## src/rtl/sink_transfer_scheduler.sv

```systemverilog
// Round-robin sink arbiter that moves one word per grant from a sink data register
// to its routed source address using an APB read followed by an APB write.
module sink_transfer_scheduler #(
    parameter int                     NSINKS     = 4,
    parameter int                     NSOURCES   = 4,
    parameter int                     ADDR_WIDTH = 8,
    parameter int                     DATA_WIDTH = 32,
    parameter logic [ADDR_WIDTH-1:0]  SINK_BASE  = ADDR_WIDTH'(8'h10),
    parameter int                     TIMEOUT    = 16
) (
    input  logic                        pclk,
    input  logic                        rst,
    input  logic [NSINKS-1:0]           valids_active,
    output logic [$clog2(NSINKS)-1:0]   current_idx,
    output logic                        busy,
    output logic                        xfer_done,
    output logic                        xfer_err,
    input  logic                        route_we,
    input  logic [$clog2(NSINKS)-1:0]   route_idx,
    input  logic [ADDR_WIDTH-1:0]       route_dest,
    output logic                        psel,
    output logic                        penable,
    output logic                        pwrite,
    output logic [ADDR_WIDTH-1:0]       paddr,
    output logic [DATA_WIDTH-1:0]       pwdata,
    input  logic [DATA_WIDTH-1:0]       prdata,
    input  logic                        pready
);

    localparam int IDX_W = $clog2(NSINKS);
    localparam int CNT_W = (TIMEOUT > 0) ? $clog2(TIMEOUT + 1) : 1;

    if (NSINKS < 2) begin : g_bad_nsinks
        $error("NSINKS must be at least 2");
    end
    if (NSOURCES < 1) begin : g_bad_nsources
        $error("NSOURCES must be at least 1");
    end

    typedef enum logic [2:0] {
        ST_IDLE      = 3'd0,
        ST_RD_SETUP  = 3'd1,
        ST_RD_ACCESS = 3'd2,
        ST_WR_SETUP  = 3'd3,
        ST_WR_ACCESS = 3'd4,
        ST_DONE      = 3'd5
    } state_t;

    state_t                  state_r, state_s;
    logic [IDX_W-1:0]        last_r, last_s;
    logic [IDX_W-1:0]        cur_r, cur_s;
    logic [ADDR_WIDTH-1:0]   dest_r, dest_s;
    logic [DATA_WIDTH-1:0]   data_r, data_s;
    logic [CNT_W-1:0]        cnt_r, cnt_s;
    logic                    psel_r, psel_s;
    logic                    penable_r, penable_s;
    logic                    pwrite_r, pwrite_s;
    logic [ADDR_WIDTH-1:0]   paddr_r, paddr_s;
    logic [DATA_WIDTH-1:0]   pwdata_r, pwdata_s;
    logic                    busy_r, busy_s;
    logic                    done_r, done_s;
    logic                    err_r, err_s;
    logic [ADDR_WIDTH-1:0]   route_r [NSINKS];
    logic                    found_s;
    logic [IDX_W-1:0]        sel_s;
    logic [IDX_W-1:0]        cand_s;
    logic                    tmo_s;

    assign current_idx = cur_r;
    assign busy        = busy_r;
    assign xfer_done   = done_r;
    assign xfer_err    = err_r;
    assign psel        = psel_r;
    assign penable     = penable_r;
    assign pwrite      = pwrite_r;
    assign paddr       = paddr_r;
    assign pwdata      = pwdata_r;

    // The abort fires on the cycle the stall count would reach TIMEOUT.
    assign tmo_s = (TIMEOUT > 0) && (cnt_r == CNT_W'(TIMEOUT - 1));

    // Round-robin search starting one past the last served sink.
    always_comb begin
        found_s = 1'b0;
        sel_s   = {IDX_W{1'b0}};
        cand_s  = {IDX_W{1'b0}};
        for (int i = 1; i <= NSINKS; i++) begin
            cand_s = IDX_W'((int'(last_r) + i) % NSINKS);
            if (!found_s && valids_active[cand_s]) begin
                found_s = 1'b1;
                sel_s   = cand_s;
            end else begin
                sel_s = sel_s;
            end
        end
    end

    // Next-state and next-output logic for the transfer sequencer.
    always_comb begin
        state_s   = state_r;
        last_s    = last_r;
        cur_s     = cur_r;
        dest_s    = dest_r;
        data_s    = data_r;
        cnt_s     = cnt_r;
        psel_s    = psel_r;
        penable_s = penable_r;
        pwrite_s  = pwrite_r;
        paddr_s   = paddr_r;
        pwdata_s  = pwdata_r;
        busy_s    = busy_r;
        done_s    = 1'b0;
        err_s     = 1'b0;
        case (state_r)
            ST_IDLE: begin
                if (found_s) begin
                    state_s   = ST_RD_SETUP;
                    cur_s     = sel_s;
                    dest_s    = route_r[sel_s];
                    psel_s    = 1'b1;
                    penable_s = 1'b0;
                    pwrite_s  = 1'b0;
                    paddr_s   = SINK_BASE + ADDR_WIDTH'(sel_s);
                    busy_s    = 1'b1;
                end else begin
                    state_s = ST_IDLE;
                end
            end
            ST_RD_SETUP: begin
                state_s   = ST_RD_ACCESS;
                penable_s = 1'b1;
                cnt_s     = {CNT_W{1'b0}};
            end
            ST_RD_ACCESS: begin
                if (pready) begin
                    state_s   = ST_WR_SETUP;
                    data_s    = prdata;
                    penable_s = 1'b0;
                    pwrite_s  = 1'b1;
                    paddr_s   = dest_r;
                    pwdata_s  = prdata;
                end else if (tmo_s) begin
                    state_s   = ST_DONE;
                    psel_s    = 1'b0;
                    penable_s = 1'b0;
                    pwrite_s  = 1'b0;
                    busy_s    = 1'b0;
                    done_s    = 1'b1;
                    err_s     = 1'b1;
                    last_s    = cur_r;
                end else begin
                    cnt_s = cnt_r + CNT_W'(1);
                end
            end
            ST_WR_SETUP: begin
                state_s   = ST_WR_ACCESS;
                penable_s = 1'b1;
                cnt_s     = {CNT_W{1'b0}};
            end
            ST_WR_ACCESS: begin
                if (pready || tmo_s) begin
                    state_s   = ST_DONE;
                    psel_s    = 1'b0;
                    penable_s = 1'b0;
                    pwrite_s  = 1'b0;
                    busy_s    = 1'b0;
                    done_s    = 1'b1;
                    err_s     = !pready;
                    last_s    = cur_r;
                end else begin
                    cnt_s = cnt_r + CNT_W'(1);
                end
            end
            ST_DONE: begin
                state_s = ST_IDLE;
            end
            default: begin
                state_s   = ST_IDLE;
                psel_s    = 1'b0;
                penable_s = 1'b0;
                pwrite_s  = 1'b0;
                busy_s    = 1'b0;
            end
        endcase
    end

    // State, bookkeeping and registered APB/status outputs.
    always_ff @(posedge pclk or posedge rst) begin
        if (rst) begin
            state_r   <= ST_IDLE;
            last_r    <= IDX_W'(NSINKS - 1);
            cur_r     <= {IDX_W{1'b0}};
            dest_r    <= {ADDR_WIDTH{1'b0}};
            data_r    <= {DATA_WIDTH{1'b0}};
            cnt_r     <= {CNT_W{1'b0}};
            psel_r    <= 1'b0;
            penable_r <= 1'b0;
            pwrite_r  <= 1'b0;
            paddr_r   <= {ADDR_WIDTH{1'b0}};
            pwdata_r  <= {DATA_WIDTH{1'b0}};
            busy_r    <= 1'b0;
            done_r    <= 1'b0;
            err_r     <= 1'b0;
        end else begin
            state_r   <= state_s;
            last_r    <= last_s;
            cur_r     <= cur_s;
            dest_r    <= dest_s;
            data_r    <= data_s;
            cnt_r     <= cnt_s;
            psel_r    <= psel_s;
            penable_r <= penable_s;
            pwrite_r  <= pwrite_s;
            paddr_r   <= paddr_s;
            pwdata_r  <= pwdata_s;
            busy_r    <= busy_s;
            done_r    <= done_s;
            err_r     <= err_s;
        end
    end

    // Route table; writable in any state, in-flight transfers use the latched copy.
    always_ff @(posedge pclk or posedge rst) begin
        if (rst) begin
            for (int i = 0; i < NSINKS; i++) begin
                route_r[i] <= {ADDR_WIDTH{1'b0}};
            end
        end else if (route_we && (int'(route_idx) < NSINKS)) begin
            route_r[route_idx] <= route_dest;
        end else begin
            route_r <= route_r;
        end
    end

endmodule

```

## config.mk

```make
export PLATFORM = sky130hd
export DESIGN_NAME = sink_transfer_scheduler
export DESIGN_NICKNAME = d
export VERILOG_FILES = /design/src/rtl/sink_transfer_scheduler.sv
export SDC_FILE = /design/constraint.sdc
export NUM_CORES = 1
export LEC_CHECK = 0
export BUFFER_PORTS_ARGS = -buffer_cell sky130_fd_sc_hd__buf_2
export CAP_MARGIN = 20
export CORE_ASPECT_RATIO = 1.2
export CORE_MARGIN = 2
export CORE_UTILIZATION = 54
export CTS_CLUSTER_DIAMETER = 120
export DETAILED_ROUTE_END_ITERATION = 8
export GPL_TIMING_DRIVEN = 0
export PLACE_DENSITY = 0.82
export SYNTH_ARGS = -nofsm -noshare
export SYNTH_HDL_FRONTEND = slang
export SYNTH_SLANG_ARGS = --single-unit
```

## constraint.sdc

```tcl
create_clock -name pclk -period 3.5 [get_ports pclk]
set_input_delay 0.175 -clock pclk [delete_from_list [all_inputs] [get_ports pclk]]
set_output_delay 0.175 -clock pclk [all_outputs]
set_load 0.02 [all_outputs]
```

==> results.toml, run 1 <==
[timing]
hold_viol_final = 0
setup_ws_ns = 1.22
relSlewSlack_pct = 46.9
slew_viol_final = 0
max_freq_mhz = 438
min_period_over_period_pct = 65.3
skew_ns = 0.00981
setup_viol = 0
rsz0062_at_grt = "no"
min_period_ns = 2.28
tightest_slew_ns = 0.789
tns_ns = 0

[logic_synthesis]
yosys_warnings = 0
yosysUniqueCellTypes = 46
synthArstFlopShare_pct = 100
synth_cells = 327
ys_seq_elements = 97
synth_edf_count = 0
synthesis.nets = 379
seq_area_frac_synth_pct = 56.6
syn_area_mm2 = 0.00430
synthFlopType = "dfrtp_1"
syn_avg_cell_area_um2 = 13.1

[critical_path]
rr_worst_depth = 6
path_buf_inv = 1
worst_r2r_endpoint = "dest_r[4]$_DFFE_PP0P_"
crit_slowest_cell = "dfstp_2"
cpPeakStageDelay_ns = 0.57
cp_cell_sequence = "nor2b_4, o21a_1, buf_6, nor3_4, mux2_4, a221o_1"
cp.required_ns = 3.75
path_max_fanout = 9
rr_startpoint = "last_r[0]$_DFFE_PP1P_"
r2r_slack_ns = 1.22
worstSetupEndpointType = "flip-flop"
setup.worst_path.start_class = "flip-flop"
crit_cells = 6
critPathKind = "reg2reg"
path_delay_family = "simple AND/OR/NAND/NOR gates"
worstPathArrival_ns = 2.53

[min_path]
hold_class = "in2reg"
min_to = "pwdata[27]$_DFFE_PP0P_"
hold_start = "prdata[27]"
worstHoldPathCells = 2

[layout]
diodes = 0
final_core_util_pct = 66.8
area_growth_pct = 19.8
fin_area_mm2 = 0.00514
layout-drive-gt1-share_pct = 47.7
fin_nets = 489

[floorplanning]
chipWidth_um = 85.4
dieArea_mm2 = 0.00869
start_util_pct = 55.7
rows = 35
ioPinCount = 98
die_h_um = 102
design.core.area_mm2 = 0.00771

[clocking]
cts-root-buf = "clkbuf_8"
htreeDepth = 3
tritoncts = "yes"
cts_resized = 0
clk_path_buf_depth = 2
clkSinkCount = 97
clk-insertion-delay-late_ns = 0.36
clk_pin_slew_worst_paths_ns = 0.10
cts_buffers = 9

[power]
power.density_mw_per_mm2 = 834
peakVddDrop_uv = 453
leakagePower_nw = 2.41

[global_route]
grt_pass1_vias = 2882
grt_use_total_pct = 19.6
antenna_found_initial = 0
grt_remaining_overflow = 0
grt_max_degree = 65
grt_pass1_wl_um = 13400

[routing]
wirelength_um = 8420
num_vias = 2962
vias_per_cell = 5.55
postRouteAntennaNets = 0
drc = 0
firstDrtPassIters = 4
drtIter0Drc = 139
wl_per_cell_um = 15.8

[run_status]
status = "complete, no violations"

[placement]
postPlaceCellArea_mm2 = 0.00493
io_buffers = 97
place_congestion = 0.818
dp_slack_ns = 1.22
detailed_place_hpwl_um = 6240

[job]
maxCapViolCount = 0
## state kept, by name, indices dropped and copies added, names as in the netlist, 2 cells and up
register     count
pwdata          32
current_idx      2
paddr            8
route_r         32
last_r           2
state_r          3
dest_r           8
cnt_r            5
## worst max path at each step
stage,from,endpoint,slack [ns]
after CTS,last_r[0]$_DFFE_PP1P_,dest_r[6]$_DFFE_PP0P_,1.21
final,last_r[0]$_DFFE_PP1P_,dest_r[4]$_DFFE_PP0P_,1.22
after global placement,rst,route_r[4]$_DFFE_PP0P_,-0.08
after global routing,last_r[0]$_DFFE_PP1P_,dest_r[6]$_DFFE_PP0P_,1.12
after floorplan,rst,busy$_DFFE_PP0P_,0.79
after detailed placement,last_r[0]$_DFFE_PP1P_,dest_r[6]$_DFFE_PP0P_,1.22
## cells by family (layout without fill, tap and decap cells)
group / count (synthesis) / in the layout / share of synthesized area [%]
DFF: 97 / 97 / 56.6
muxes: 75 / 75 / 20.3
and+or+nand+nor: 68 / 68 / 9.47
AOI/OAI and AO/OA: 59 / 59 / 9.70
buffers and inverters: 23 / 138 / 2.74
xor gates and xnor gates: 3 / 3 / 0.612
adders and majority gates: 2 / 2 / 0.582
## cell type report
class,instances,area (µm²)
fillers,571,2560
flip-flops and latches,97,2430
inverters,6,25.0
repair buffers,99,523
clock buffers,9,124
multi-input cells,207,1750
clock inverters,7,85.1
plain buffers,17,95.1
well taps,92,115
## synthesized netlist by cell type, types with 5 or more instances
cell,instances,area (µm²)
mux2_4,8,120
a21oi_1,5,25.0
nand3_1,5,25.0
clkbuf_1,5,18.8
dfrtp_1,95,2380
nor2_1,8,30.0
inv_1,6,22.5
a21boi_0,8,60.1
nor2b_1,5,31.3
nand4_1,9,56.3
o21ai_0,14,70.1
buf_2,6,30.0
o31ai_1,8,60.1
mux2_2,66,743
a221o_1,8,80.1
nand2_1,18,67.6
## power breakdown
part | internal [mW] | switching [mW] | total [mW]
clock network | 0.344 | 0.412 | 0.756
logic | 0.791 | 1.01 | 1.80
registers | 1.53 | 0.203 | 1.74
## what timing repair did
| action | 4_1_cts | 5_1_grt |
|---|---|---|
| endpoints found under the hold margin | 33 | 0 |
| buffers inserted | 0 | 0 |
| hold buffers | 1 | 0 |
## per-stage QoR
step           std cells  power (mW)  hold slack (ns)
5_1_grt              534        4.55           0.0243
3_3_place_gp         516        3.50            0.408
2_1_floorplan        327        3.03            0.326
3_5_place_dp         517        3.57            0.219
6_report             534        4.29           0.0350
4_1_cts              534        4.33           0.0221
## placed cells by master (no fill, tap or decap), drive strengths merged
master,n
a2111oi,1
a21boi,8
a21o,2
a21oi,6
a221o,8
and2,2
and3,1
buf,109
bufinv,1
clkbuf,15
clkinv,3
dfrtp,95
dfstp,2
dlygate4sd3,1
ha,2
inv,9
mux2,74
mux2i,1
nand2,18
nand2b,4
nand3,5
nand3b,2
nand4,9
nor2,8
nor2b,7
nor3,4
nor3b,3
nor4,3
o21a,2
o21ai,18
o21ba,1
o22ai,3
o2bb2ai,1
o31a,1
o31ai,8
or4,2
xnor2,1
xor2,2
## per-layer routing
layer / vias to the layer above / global-route usage [%] / wire [µm]
li1: 1412 / - / -
met1: 1451 / 23.6 / 3510
met2: 87 / 34.6 / 4380
met3: 12 / 2.85 / 393
met4: 0 / 9.04 / 134
met5: - / 0 / 0
Note: power is estimated with default switching activity, not from simulation.
==> inputs of run 2 (changes only) <==
--- a/config.mk
+++ b/config.mk
@@ -5,15 +5,16 @@
 export SDC_FILE = /design/constraint.sdc
 export NUM_CORES = 1
 export LEC_CHECK = 0
+export ABC_AREA = 1
 export BUFFER_PORTS_ARGS = -buffer_cell sky130_fd_sc_hd__buf_2
 export CAP_MARGIN = 20
 export CORE_ASPECT_RATIO = 1.2
 export CORE_MARGIN = 2
-export CORE_UTILIZATION = 54
+export CORE_UTILIZATION = 49
 export CTS_CLUSTER_DIAMETER = 120
 export DETAILED_ROUTE_END_ITERATION = 8
 export GPL_TIMING_DRIVEN = 0
-export PLACE_DENSITY = 0.82
+export PLACE_DENSITY = 0.78
 export SYNTH_ARGS = -nofsm -noshare
 export SYNTH_HDL_FRONTEND = slang
 export SYNTH_SLANG_ARGS = --single-unit
==> constraint.sdc (replaced) <==
create_clock -name pclk -period 2 [get_ports pclk]
set_input_delay 0.1 -clock pclk [delete_from_list [all_inputs] [get_ports pclk]]
set_output_delay 0.1 -clock pclk [all_outputs]
set_load 0.02 [all_outputs]
==> run 2 against run 1 <==
Compared with the run above: the flow now finishes with violations (setup timing); design area rose by 22%; cell count up 56%; power increased by 150%; flip-flop and latch count stayed put; global-route usage increased by 5.4 points; register-to-register slack lost 1.4 ns; critical endpoint is now dest_r[0]$_DFFE_PP0P_.
==> results.toml, run 2 <==
[layout]
diodes = 0
mostFrequentLayoutCells = "204 x nand2_1, 102 x buf_2, 95 x dfrtp_1"
final_common_cell = "nand2_1"
area_growth_pct = 40.0
layout-drive-gt1-share_pct = 32.4
fillers = 623
fin_nets = 761
fin_area_mm2 = 0.00630

[logic_synthesis]
synth_edf_count = 0
synth_common_cells = "224 x nand2_1, 95 x dfrtp_1, 49 x inv_1, 42 x o21ai_0, 28 x nand3_1"
seq_area_frac_synth_pct = 54.0
synth_cells = 540
synthFlopType = "dfrtp_1"
synthArstFlopShare_pct = 100
synthesis.nets = 592
ys_seq_elements = 97
syn_area_mm2 = 0.00450
yosysTopAreaCellShare_pct = 52.9
synth_top_area_cell = "dfrtp_1"
synth_area_leaders = "dfrtp_1 53%, nand2_1 19%, o21ai_0 4.7%"
yosysUniqueCellTypes = 35
yosys_warnings = 0
syn_avg_cell_area_um2 = 8.33
yosys.cell_count.top_type = "nand2_1"

[power]
finalPower_mw = 10.5
power.density_mw_per_mm2 = 1670
peakVddDrop_uv = 844
leakagePower_nw = 3.35

[routing]
drtIter0Drc = 249
postRouteAntennaNets = 0
num_vias = 4327
firstDrtPassIters = 5
wl_per_cell_um = 15.5
wirelength_um = 12900
vias_per_cell = 5.19
drc = 0

[timing]
rsz0062_at_grt = "yes"
max_freq_mhz = 461
tightest_slew_ns = 0.753
setup_ws_ns = -0.168
slew_viol_final = 0
setup_viol = 17
min_period_ns = 2.17
skew_ns = 0.0124
hold_viol_final = 0
relSlewSlack_pct = 49.7
min_period_over_period_pct = 108

[global_route]
grt_remaining_overflow = 0
grt_use_total_pct = 24.9
grt_pass1_vias = 4166
grt_pass1_wl_um = 19400
antenna_found_initial = 0
grt_max_degree = 36

[placement]
io_buffers = 97
postPlaceCellArea_mm2 = 0.00518
place_congestion = 0.866
detailed_place_hpwl_um = 7590

[run_status]
status = "finished with violations"
failed_checks = "setup timing"

[clocking]
clk_pin_slew_worst_paths_ns = 0.09
tritoncts = "yes"
cts-root-buf = "clkbuf_8"
clkSinkCount = 97
cts_buffers = 9
htreeDepth = 3
clk-insertion-delay-late_ns = 0.36
clk_path_buf_depth = 2

[min_path]
hold_class = "in2reg"
worstHoldPathCells = 3
hold_start = "route_dest[2]"

[floorplanning]
rows = 38
ioPinCount = 98
start_util_pct = 50.1
dieArea_mm2 = 0.00997
chipWidth_um = 91.5
die_h_um = 109
design.core.area_mm2 = 0.00899

[critical_path]
crit_slowest_cell = "dfstp_2"
crit_cells = 12
rr_startpoint = "last_r[0]$_DFFE_PP1P_"
cpPeakStageDelay_ns = 0.57
crit_path_start = "last_r[0]$_DFFE_PP1P_"
setup.worst_path.start_class = "flip-flop"
worstPathArrival_ns = 2.41
critPathKind = "reg2reg"
path_delay_family = "simple AND/OR/NAND/NOR gates"
rr_worst_depth = 12
cp.required_ns = 2.24
cp_cell_sequence = "buf_4, clkbuf_16, nand2_1, nand2_2, nand2_1, nand2_2, inv_2, nand3_4, nand3_4, buf_4, o211ai_1, nand3_1"
path_buf_inv = 4
worstSetupEndpointType = "flip-flop"
path_max_fanout = 6

[job]
maxCapViolCount = 0
[run 2: cell types whose count changed after synthesis, sizes merged, moves of 6 or more]
cell | before | now
mux2 | 74 | 0
a21boi | 8 | 0
or2 | 0 | 6
nand2 | 18 | 236
nor2 | 8 | 20
o21ai | 18 | 52
nand3 | 5 | 31
nor2b | 7 | 0
o31ai | 8 | 0
a221o | 8 | 0
inv | 6 | 56
[run 2: per-stage QoR]
stage	worst slack [ns]	setup TNS (ns)	hold slack (ns)	utilization, %	std cells
after floorplan	0.187	0	0.217	-	540
after global placement	-0.0856	-0.469	0.302	57.2	757
after detailed placement	-0.109	-0.837	0.269	57.6	759
after CTS	0.00173	0	0.0252	65.7	820
after global routing	-0.286	-3.74	0.0474	70.1	834
final	-0.168	-1.77	0.0357	70.1	834
[run 2: cells by family (layout without fill, tap and decap cells)]
kind of cell / after synthesis / in the layout / share of synthesized area (%)
DFF: 97 / 97 / 54.0
adders and majority gates: 2 / 2 / 0.556
AOI/OAI and AO/OA: 64 / 64 / 7.90
and+or+nand+nor: 304 / 305 / 30.2
buffers and inverters: 73 / 246 / 7.29
[run 2: final timing paths]
path | endpoint | slack, ns
min | route_r[2]$_DFFE_PP0P_ | 0.04
max | dest_r[0]$_DFFE_PP0P_ | -0.17
max in group asynchronous | route_r[17]$_DFFE_PP0P_ | 0.74
min reg2reg | cnt_r[3]$_DFFE_PP0P_ | 0.47
max reg2reg | dest_r[0]$_DFFE_PP0P_ | -0.17
min in group asynchronous | pwdata[19]$_DFFE_PP0P_ | 0.41
[run 2: routing by layer]
layer / part of all wire (%) / track usage [%]
met1: 38 / 28.1
met2: 53 / 43.2
met3: 4.4 / 5.39
met4: 4.6 / 15.8
met5: 0 / 0
[run 2: cell type report]
| type | count | area, µm² | area share, % |
|---|---|---|---|
| buffer | 17 | 116 | 1.85 |
| inverter | 56 | 229 | 3.64 |
| multi-input combinational | 371 | 1990 | 31.6 |
| clock inverter | 6 | 136 | 2.17 |
| timing repair buffer | 157 | 1110 | 17.6 |
| tap | 120 | 150 | 2.38 |
| clock buffer | 10 | 138 | 2.19 |
| sequential | 97 | 2430 | 38.6 |
[run 2: what timing repair did]
action,in CTS,in global routing
hold buffers,33,0
setup buffers,11,11
setup endpoints to repair,28,22
pin swaps,5,28
endpoints found under the hold margin,66,0
cloned,1,3
resized for setup,7,66
[run 2: power breakdown]
part           switching [mW]  internal, mW  leakage [nW]  total, mW
Sequential              0.424          2.64          1.23       3.06
Combinational            3.54          2.25          1.99       5.80
Clock                   0.685         0.995         0.133       1.68
Total                    4.65          5.89          3.35       10.5
[run 2: worst min-delay path, stage by stage]
cell and delay [ns]:
buf_2 0.09, inv_1 0.08, o21ai_0 0.08
==> inputs of run 3 (changes only) <==
--- a/config.mk
+++ b/config.mk
@@ -15,6 +15,7 @@
 export DETAILED_ROUTE_END_ITERATION = 8
 export GPL_TIMING_DRIVEN = 0
 export PLACE_DENSITY = 0.78
+export SETUP_SLACK_MARGIN = 0.02
 export SYNTH_ARGS = -nofsm -noshare
 export SYNTH_HDL_FRONTEND = slang
 export SYNTH_SLANG_ARGS = --single-unit
==> run 3 against run 2 <==
Compared with the run above: the run still ends with setup timing left; wire length is 9.4% higher; count of clock-buffer cells in the layout stayed put; fmax is 2.4% higher; flip-flop and latch count stayed put; critical endpoint is now dest_r[1]$_DFFE_PP0P_.
==> results.toml, run 3 (synthesis gave the netlist of run 2 again) <==
[power]
power.density_mw_per_mm2 = 1740
power.clock.fraction_pct = 15.0
peakVddDrop_uv = 899
p_comb_share_pct = 57.5
leakagePower_nw = 3.43
p_sw_mw = 5.06
seq_power_share_pct = 27.5
internal_power_mw = 6.18
p_sw_share_pct = 45.0

[job]
maxCapViolCount = 0

[routing]
drc = 0
vias_per_cell = 5.35
postRouteAntennaNets = 0
drtIter0Drc = 365
num_vias = 4506
wl_per_cell_um = 16.8
wirelength_um = 14100
firstDrtPassIters = 5

[clocking]
htreeDepth = 3
clkSinkCount = 97
clk-insertion-delay-late_ns = 0.37
cts_buffers = 9
clk_pin_slew_worst_paths_ns = 0.09
tritoncts = "yes"
clk_path_buf_depth = 2
cts-root-buf = "clkbuf_8"

[critical_path]
rr_worst_depth = 16
path_max_fanout = 6
worstPathArrival_ns = 2.37
cp.required_ns = 2.26
critPathKind = "reg2reg"
setup.worst_path.start_class = "flip-flop"
r2r_slack_ns = -0.12
worstSetupEndpointType = "flip-flop"

[timing]
rsz0062_at_grt = "yes"
hold_viol_final = 0
skew_ns = 0.0144
min_period_ns = 2.12
max_freq_mhz = 472
min_period_over_period_pct = 106
relSlewSlack_pct = 49.7
slew_viol_final = 0
setup_viol = 17
setup_ws_ns = -0.117
tightest_slew_ns = 0.753

[floorplanning]
ioPinCount = 98
design.core.area_mm2 = 0.00899
chipWidth_um = 91.5
start_util_pct = 50.1
rows = 38
die_h_um = 109
dieArea_mm2 = 0.00997

[global_route]
grt_pass1_vias = 4369
antenna_found_initial = 0
grt_pass1_wl_um = 20500
grt_max_degree = 36
grt_use_total_pct = 26.3
grt_remaining_overflow = 0

[min_path]
worstHoldPathCells = 3
hold_class = "in2reg"

[layout]
fillers = 574
final_common_cell = "nand2_1"
area_growth_pct = 43.4
final_cell_count_no_fill = 842
layout-drive-gt1-share_pct = 34.3
register_area_mm2 = 0.00243
mostFrequentLayoutCells = "193 x nand2_1, 101 x buf_2, 95 x dfrtp_1"
multi_input_area_mm2 = 0.00206
fin_nets = 768

[placement]
place_congestion = 0.866
detailed_place_hpwl_um = 7590
dp_slack_ns = -0.109
io_buffers = 97
place_inst = 759

[run_status]
failed_checks = "setup timing"
status = "finished with violations"
==> run 3: cell count changes in the layout (fill, tap and decap cells not counted), sizes merged <==
cell,previous run,this run
clkinv,1,0
diode,0,1
buf,132,139
inv,55,56
==> run 3: repair_timing <==
item / 4_1_cts / 5_1_grt
setup buffers: 23 / 7
hold buffers: 33 / 0
gates cloned: 3 / 1
gates resized for setup: 40 / 65
pin swaps: 26 / 21
setup endpoints to repair: 46 / 24
endpoints found under the hold margin: 66 / 0
==> run 3: per-layer routing <==
layer	up-vias	GRT usage [%]	routed length (µm)
met3	80	5.46	814
met4	0	14.0	735
met1	2149	28.6	5280
met2	227	48.0	7300
met5	-	0	0
li1	2050	-	-
==> run 3: worst paths after layout <==
check                                 startpoint                       to
setup / recovery           last_r[0]$_DFFE_PP1P_    dest_r[1]$_DFFE_PP0P_
hold / removal                     route_dest[2]   route_r[2]$_DFFE_PP0P_
setup reg to reg           last_r[0]$_DFFE_PP1P_    dest_r[1]$_DFFE_PP0P_
hold reg to reg             cnt_r[3]$_DFFE_PP0P_     cnt_r[3]$_DFFE_PP0P_
max in group asynchronous                    rst  route_r[19]$_DFFE_PP0P_
min in group asynchronous                    rst    pwdata[4]$_DFFE_PP0P_
==> run 3: worst max-delay path, cell delays in order, from the launching register on <==
cell and delay, ns:
dfstp_2 0.55, buf_8 0.13, buf_6 0.14, nand2_4 0.06
nand2_4 0.10, nand2_4 0.07, nand2_4 0.09, nand2_4 0.07
nand2_4 0.08, nand2_4 0.07, nand3_4 0.17, buf_8 0.15
nand2_1 0.06, nand3_1 0.09, nand2_2 0.07, nand2_2 0.06
nand2_1 0.06
==> run 3: metrics by stage <==
| stage | utilization [%] | TNS [ns] | area [µm²] | hold WS (ns) | total power [mW] |
|---|---|---|---|---|---|
| floorplan | - | 0 | 4500 | 0.217 | 6.16 |
| global placement | 57.2 | -0.469 | 5140 | 0.302 | 7.22 |
| detailed placement | 57.6 | -0.837 | 5180 | 0.269 | 7.37 |
| CTS | 68.4 | 0 | 6150 | 0.0252 | 10.1 |
| global route | 71.8 | -2.23 | 6450 | 0.0459 | 11.8 |
| finish | 71.8 | -0.913 | 6450 | 0.0368 | 11.2 |
==> run 3: power groups by stage <==
stage | logic, mW | clock network [mW] | registers, mW
after floorplan | 2.66 | 0 | 3.50
after global placement | 4.18 | 0 | 3.04
after detailed placement | 4.31 | 0 | 3.06
after CTS | 5.39 | 1.69 | 3.02
after global routing | 6.90 | 1.79 | 3.14
final | 6.47 | 1.69 | 3.09
==> run 3: layout make-up <==
type | instances | area share (%)
Timing Repair Buffer | 164 | 18.3
Antenna cell | 1 | 0.0388
Sequential cell | 97 | 37.7
Tap cell | 120 | 2.33
Multi-Input combinational cell | 371 | 31.9
Buffer | 17 | 1.84
Inverter | 56 | 3.63
Clock inverter | 6 | 2.11
Clock buffer | 10 | 2.13
